--- src/rtl/freq_gate_ctrl.sv ---
// ---------------------------------------------------------------------------
// freq_gate_ctrl
//
// Measurement sequencer for a 6-digit BCD event counter in a frequency meter.
// Each measurement runs four phases:
//   CLEAR  - holds the counter's clear input high
//   GATE   - enables the counter for a fixed window of reference clocks
//   SETTLE - waits for the counter's own clock domain to settle
//   LATCH  - copies the counter value into RESULT and pulses VALID
// With START held high, measurements repeat back-to-back. Each measurement
// takes CLR_CYCLES + GATE_CYCLES + SETTLE_CYCLES + 1 clocks.
//
// Ports:
//   CLK       in   reference clock, rising edge
//   CLR       in   synchronous active-high reset, overrides every other input
//   START     in   level: high = measure continuously, low = stop when done
//   ABORT     in   drop the current measurement and return to IDLE
//   CNT_Q     in   24-bit BCD count from the counter (nibble 0 = units)
//   CNT_CLR   out  clear to the counter (high during CLEAR)
//   CNT_ENA   out  enable to the counter (high during GATE)
//   RESULT    out  last latched BCD count
//   VALID     out  one-cycle pulse in the LATCH cycle that updates RESULT
//   BUSY      out  high in every state except IDLE
//   MEAS_CNT  out  completed measurement count, wraps 255 -> 0
//   BCD_ERR   out  (FREQ_GATE_CTRL_BCD_CHECK_EN only) set when the last
//                  LATCH saw a nibble above 9
//
// Optional feature macro: FREQ_GATE_CTRL_BCD_CHECK_EN
//   When this macro is defined, an illegal BCD digit at LATCH blocks the
//   RESULT/VALID/MEAS_CNT update and raises BCD_ERR. BCD_ERR stays high until
//   a later LATCH sees a legal value.
// ---------------------------------------------------------------------------
module freq_gate_ctrl #(
    parameter int GATE_CYCLES   = 8,   // 1..65535
    parameter int CLR_CYCLES    = 2,   // 1..255
    parameter int SETTLE_CYCLES = 3    // 1..255
) (
    input  logic        CLK,
    input  logic        CLR,
    input  logic        START,
    input  logic        ABORT,
    input  logic [23:0] CNT_Q,
    output logic        CNT_CLR,
    output logic        CNT_ENA,
    output logic [23:0] RESULT,
    output logic        VALID,
    output logic        BUSY,
    output logic [7:0]  MEAS_CNT
`ifdef FREQ_GATE_CTRL_BCD_CHECK_EN
    ,
    output logic        BCD_ERR
`endif
);

    typedef enum logic [2:0] {
        S_IDLE,
        S_CLEAR,
        S_GATE,
        S_SETTLE,
        S_LATCH
    } state_t;

    localparam logic [15:0] CLR_LOAD    = 16'(CLR_CYCLES - 1);
    localparam logic [15:0] GATE_LOAD   = 16'(GATE_CYCLES - 1);
    localparam logic [15:0] SETTLE_LOAD = 16'(SETTLE_CYCLES - 1);

    state_t      state_q, state_d;
    logic [15:0] timer_q, timer_d;
    logic [23:0] result_q, result_d;
    logic [7:0]  meas_cnt_q, meas_cnt_d;
    logic        bcd_err_q, bcd_err_d;
    logic        valid;
    logic        timer_done;
    logic        bcd_ok;

    // The timer is loaded with N-1 on entering a state. The state advances on
    // the cycle the timer reads 0, so each state lasts exactly N cycles.
    function automatic logic [15:0] timer_load(input state_t s);
        case (s)
            S_CLEAR:  timer_load = CLR_LOAD;
            S_GATE:   timer_load = GATE_LOAD;
            S_SETTLE: timer_load = SETTLE_LOAD;
            default:  timer_load = 16'd0;
        endcase
    endfunction

    assign timer_done = (timer_q == 16'd0);

`ifdef FREQ_GATE_CTRL_BCD_CHECK_EN
    always_comb begin
        bcd_ok = 1'b1;
        for (int i = 0; i < 6; i++) begin
            if (CNT_Q[4*i +: 4] > 4'd9) bcd_ok = 1'b0;
        end
    end
`else
    assign bcd_ok = 1'b1;
`endif

    // NOTE: every signal assigned here gets a default first, so no path
    // leaves one unassigned and no latch is inferred.
    always_comb begin
        state_d    = state_q;
        timer_d    = timer_q;
        result_d   = result_q;
        meas_cnt_d = meas_cnt_q;
        bcd_err_d  = bcd_err_q;
        valid      = 1'b0;

        case (state_q)
            S_IDLE: begin
                // If ABORT and START are both high in IDLE, stay in IDLE.
                if (START && !ABORT) state_d = S_CLEAR;
            end
            S_CLEAR: begin
                if (ABORT)           state_d = S_IDLE;
                else if (timer_done) state_d = S_GATE;
            end
            S_GATE: begin
                if (ABORT)           state_d = S_IDLE;
                else if (timer_done) state_d = S_SETTLE;
            end
            S_SETTLE: begin
                if (ABORT)           state_d = S_IDLE;
                else if (timer_done) state_d = S_LATCH;
            end
            S_LATCH: begin
                if (ABORT) begin
                    state_d = S_IDLE;
                end else begin
                    if (bcd_ok) begin
                        result_d   = CNT_Q;
                        meas_cnt_d = meas_cnt_q + 8'd1;
                        valid      = 1'b1;
                    end
                    bcd_err_d = !bcd_ok;
                    state_d   = START ? S_CLEAR : S_IDLE;
                end
            end
            default: state_d = S_IDLE;
        endcase

        // Every state change goes to a different state, so a state change
        // always means a state entry and reloads the timer.
        if (state_d != state_q) timer_d = timer_load(state_d);
        else if (!timer_done)   timer_d = timer_q - 16'd1;
    end

    // NOTE: sequential state uses non-blocking assignments, so every register
    // samples the values from before the edge.
    always_ff @(posedge CLK) begin
        if (CLR) begin
            state_q    <= S_IDLE;
            timer_q    <= 16'd0;
            result_q   <= 24'h000000;
            meas_cnt_q <= 8'd0;
            bcd_err_q  <= 1'b0;
        end else begin
            state_q    <= state_d;
            timer_q    <= timer_d;
            result_q   <= result_d;
            meas_cnt_q <= meas_cnt_d;
            bcd_err_q  <= bcd_err_d;
        end
    end

    // These outputs are decoded straight from the state register.
    assign CNT_CLR  = (state_q == S_CLEAR);
    assign CNT_ENA  = (state_q == S_GATE);
    assign BUSY     = (state_q != S_IDLE);
    assign VALID    = valid;
    assign RESULT   = result_q;
    assign MEAS_CNT = meas_cnt_q;

`ifdef FREQ_GATE_CTRL_BCD_CHECK_EN
    assign BCD_ERR = bcd_err_q;
`else
    // Without the check, bcd_err_q stays at its reset value and drives no port.
    logic unused_bcd_err;
    assign unused_bcd_err = bcd_err_q;
`endif

endmodule

--- config.mk ---
export PLATFORM = sky130hd
export DESIGN_NAME = freq_gate_ctrl
export DESIGN_NICKNAME = d
export VERILOG_FILES = /design/src/rtl/freq_gate_ctrl.sv
export SDC_FILE = /design/constraint.sdc
export NUM_CORES = 1
export LEC_CHECK = 0
export ABC_AREA = 1
export CAP_MARGIN = 15
export CORE_ASPECT_RATIO = 1.5
export CORE_UTILIZATION = 35
export CTS_CLUSTER_DIAMETER = 120
export DETAILED_ROUTE_END_ITERATION = 12
export SLEW_MARGIN = 20
export SYNTH_ARGS = -nofsm -noshare
export SYNTH_HDL_FRONTEND = slang
export SYNTH_SLANG_ARGS = --single-unit
--- constraint.sdc ---
create_clock -name CLK -period 1.9 [get_ports CLK]
set_clock_uncertainty 0.1 [all_clocks]
set_input_delay 0.475 -clock CLK [delete_from_list [all_inputs] [get_ports CLK]]
set_output_delay 0.475 -clock CLK [all_outputs]
set_load 0.02 [all_outputs]
======== After elaboration in Yosys (flattened, before gate mapping) ========
Cells that the tools add are included.
operators by class
  $add $sub $neg .......................... 2
  eq/ne operators ......................... 9
  muxes and demuxes ....................... 15
  bitwise operators ....................... 1
  reductions and logical operators ........ 6
operators with widths
  operator                                               count
  2-to-1 mux 16 bit                                      2
  2-to-1 mux 3 bit                                       7
  zero test 16 bit                                       1
  subtractor 16 x 1 -> 16 bit, second input constant     1
  one-hot mux 3 bit (5 select lines)                     1
  equality test 3 x 2 -> 1 bit, second input constant    4
  one-hot mux 3 bit (3 select lines)                     1
  adder 8 x 1 -> 8 bit, second input constant            1
  equality test 3 x 1 -> 1 bit, second input constant    2
  2-to-1 mux 1 bit                                       4
  equality test 3 bit, second input constant             1
  zero test 3 bit                                        1
  inequality test 3 bit                                  1
  nonzero test 3 bit                                     1
  inequality test 2 x 1 -> 1 bit, second input constant  1
  AND reduction 2 bit                                    1
  logical AND 1 bit                                      1
  zero test 1 bit                                        1
  NOT 1 bit                                              1
word-level totals
  flip-flop bits (word level) ............. 51
  input port bits ......................... 28
  output and inout bits ................... 36
  logic and storage cells ................. 37

======== Depth between registers and ports, before layout ========
  depth after elaboration ................. 7
  depth in mapped cells ................... 15
  gate-level depth less buffers ........... 15

======== Least setup slack after synthesis ========
No wires, ideal clock.
  path kind ............................... reg2reg
  start point ............................. register timer_q[0]
  end point ............................... register timer_q[11]
  library setup time ...................... 115 ps
  data arrival time ....................... 1,662 ps
  required time ........................... 1,685 ps
  path slack .............................. 23 ps
  stages on the path, launching flop included .. 13
  path buffers ............................ 0
  period minus slack after synthesis ...... 1,877 ps
  cells stage by stage .................... dfxtp_1 inv_1 ha_1 nand2_1 nor2_1 nand2_2 nand2_1 nor3_2 nand2_1 nor2_2 nand2_1 xor2_1 nor2_2
on the way
  longest elaborated chain between the ends .. 6
  elaborated cells between the ends (all ways) .. 13
  those cells by class .................... 1 x add/sub; 2 x eq/ne; 9 x mux; 1 x reduce/logical
ends and longest elaborated chain
  item                                                                                  line           RTL
  from (decl)                                                                           68             logic [15:0] timer_q, timer_d;
  from (signal assigned)                                                                160            timer_q <= timer_d;
  zero test 16 bit                                                                      87             assign timer_done = (timer_q == 16'd0);
  2-to-1 mux 3 bit (on tied branches)                                                   125, 117, 121
  2-to-1 mux 3 bit (on tied branches)                                                   124, 116, 120
  one-hot mux 3 bit (5 select lines)                                                    110            case (state_q)
  inequality test 3 bit                                                                 145            if (state_d != state_q) timer_d = timer_load(state_d);
  inequality test 2 x 1 -> 1 bit (no line) / 2-to-1 mux 16 bit (equally long branches)  --
Several ways; a longest one is shown, not always the timed one. The select of a mux whose other input is x is not followed.
A chain may end at the register's enable or synchronous reset.

======== Worst setup path in the final report ========
  start point ............................. register result_q[23], in the netlist RESULT[23]
  end point ............................... output RESULT[23]
RTL lines
  item                    line  RTL
  from (decl)             69    logic [23:0] result_q, result_d;
  from (signal assigned)  161   result_q <= result_d;
  to (decl)               45    output logic [23:0] RESULT,
No word-level cell between the ends.

==> run summary <==
Grt total ovfl: 0
H-tree Lvls: 2
Crit path DAT: 1.27 ns
1st-pass router iterations: 4
Initial antenna violation count: 0
Fin crit period: 1.84 ns
Status: complete, no violations
Post-synth EDFFs: 0
Synth Register Bits: 51
DRC viols: 0
DR vias: 2,283
Total CTS buffers: 5
Fin util: 58.7%
Post-Route WL: 5710 um
Cts hold-fix bufs: 0
GPL Wtd Cong: 0.759
Peak VDD IR: 0.000540 V
Cells after Synth: 309
Row Count: 35
GRT Overall Usage: 17.0%
Critical path's slowest cell: clkdlybuf4s50_1
FF-to-FF setup slack: 0.08 ns
Worst slew pin tran: 0.469 ns
DPL Wire Length: 4010 um
Initial core utilization: 36.6%
Clock Sink Count: 51
Final count of hold timing violations: 0
Crit-path cells: clkdlybuf4s50_1
RSZ-0062 raised after global routing: true
Slew HR: 68.5%
Syn Area/Cell: 7.37 sq um
Die W: 67.9 um
Design Power: 5.04 mW
Startpoint types: register
Max Slew Vio Count: 0
Post-Synthesis Cell Area: 0.00228 sq mm
Die area: 0.00684 sq mm
Final ANT Viol Nets: 0
ANT cells: 0
Core area: 0.00622 sq mm
Net Count, Synth: 339
Register area share after synthesis: 44.8%
Vias in the first global route: 2,146
Die Y: 101 um
Fill count: 568
Clk_lat worst skew: 0.30 ns
TritonCTS clock tree: yes
Post-synth cell types: 30
Max stage delay on crit path: 0.61 ns
Pwr/cell area: 1380 mW/mm^2
WP depth: 1
I/O Buffers: 63
Syn. warnings: 0
Max cap viols: 0
Asr flop ratio synth: 0%
Nets@finish: 450
Pin count of the biggest net entering global routing: 31
Crit-path max FO: 2
Highest achievable clock rate: 543 MHz
Final period utilization: 96.9%
Setup Crit Path Kind: reg -> out
Boundary pin count: 64
CTS clk-pin slew, worst paths: 0.09 ns
Hold Crit Depth: 2
Final setup viols: 0
Area grow syn2layout: 60.1%
Mean routed wirelength per cell: 11.6 um
CP Capture Type: output pin
Worst hold path type: reg -> reg
Family with the most delay on the worst path: buffers and inverters
CTS root buffer: clkbuf_8
Clk buf depth: 2
Share of cells above drive strength 1: 32.5%
Worst R2R Path Depth: 14
Primary FF master, synth: dfxtp_1
Drt initial violations: 48
Buffers and inverters on the worst path: 1
Vias per cell: 4.63
First-pass GRT wire length: 8980 um
Leak pwr: 1.58 nW
CP Data Required Time: 1.32 ns
[placed cells by master, fill, tap and decap left out, drive strengths merged, types with 4 or more instances in the layout]
cell type      Yosys  routed
nor3               4       4
clkbuf             7       6
nor2             102     102
o21ai             33      33
nand4              4       4
nand2             39      39
dlymetal6s2s       0       4
buf                3      53
xor2               8       8
clkdlybuf4s50      0      50
xnor2              4       4
dfxtp             51      51
nand3             12      12
a21oi              7       7
inv               25      25
dlygate4sd2        0       5
[per-layer routing]
| metal | up-vias | global-route usage [%] | wire [um] |
|---|---|---|---|
| met4 | 0 | 5.29 | 73 |
| met1 | 1040 | 17.2 | 2170 |
| li1 | 1194 | - | - |
| met5 | - | 0 | 0 |
| met3 | 7 | 5.77 | 328 |
| met2 | 42 | 31.6 | 3140 |
[where the power goes]
group / switching (mW) / internal (mW) / leakage, nW / total (mW)
sequential: 0.184 / 1.24 / 0.418 / 1.42
clock: 0.356 / 0.246 / 0.0361 / 0.601
combinational: 1.52 / 1.50 / 1.12 / 3.01
total: 2.06 / 2.98 / 1.58 / 5.04
[cells by family after synthesis]
family | count (synthesis) | synth area share, %
compound gates | 42 | 9.67
xor+xnor | 12 | 4.61
fa+ha+maj | 2 | 1.10
buf+inv | 36 | 6.26
flops | 51 | 44.8
simple gates | 166 | 33.6
[stage by stage]
step | std cells | TNS, ns | instance area [sq um] | hold slack [ns] | worst slack (ns)
5_1_grt | 493 | -0.405 | 3650 | 0.418 | -0.0541
3_5_place_dp | 475 | -6.42 | 3260 | 0.357 | -0.415
6_report | 493 | 0 | 3650 | 0.375 | 0.0583
3_3_place_gp | 475 | -6.37 | 3260 | 0.353 | -0.437
4_1_cts | 482 | -0.0248 | 3360 | 0.370 | -0.0239
2_1_floorplan | 309 | 0 | 2280 | 0.389 | 0.0232
[area by class of cell]
cell class / instances / area (sq um) / area share (%)
multi-input combinational: 222 / 1310 / 35.8
tap: 74 / 92.6 / 2.54
clock buffer: 5 / 68.8 / 1.89
inverter: 26 / 100 / 2.74
sequential: 51 / 1040 / 28.5
clock inverter: 1 / 7.51 / 0.206
timing repair buffer: 114 / 1030 / 28.3
[timing repair]
action,CTS,global route
pin swaps,9,20
endpoints found under the setup margin,18,27
buffers inserted,1,11
resized for setup,25,72
endpoints found under the hold margin,0,0
[worst paths after layout]
path               start           to
min reg2reg  MEAS_CNT[7]  MEAS_CNT[7]
min          MEAS_CNT[7]  MEAS_CNT[7]
max reg2reg   state_q[1]  timer_q[10]
max           RESULT[23]   RESULT[23]
[cell usage after synthesis (2+ instances only)]
cell type / instances / area share (%)
ha_1: 2 / 1.1
xnor2_1: 4 / 1.5
nand2_4: 2 / 0.99
inv_1: 22 / 3.6
nand2_1: 33 / 5.4
clkbuf_1: 7 / 1.2
o21ai_0: 33 / 7.2
nand2_2: 4 / 1.1
nor2_1: 85 / 14
nand3_1: 11 / 2.4
nor3_1: 2 / 0.44
nor2_2: 14 / 3.8
buf_1: 2 / 0.33
nand4_1: 4 / 1.1
inv_2: 3 / 0.49
dfxtp_1: 51 / 45
nor4_1: 2 / 0.55
nor3_2: 2 / 0.88
a21oi_1: 6 / 1.3
nor2_4: 3 / 1.5
xor2_1: 8 / 3.1
[state kept, by name (all words and copies together), names as in the netlist]
signal / count
timer_q: 16
state_q: 3
RESULT: 24
MEAS_CNT: 8
Power figures use the tool's default switching activity.
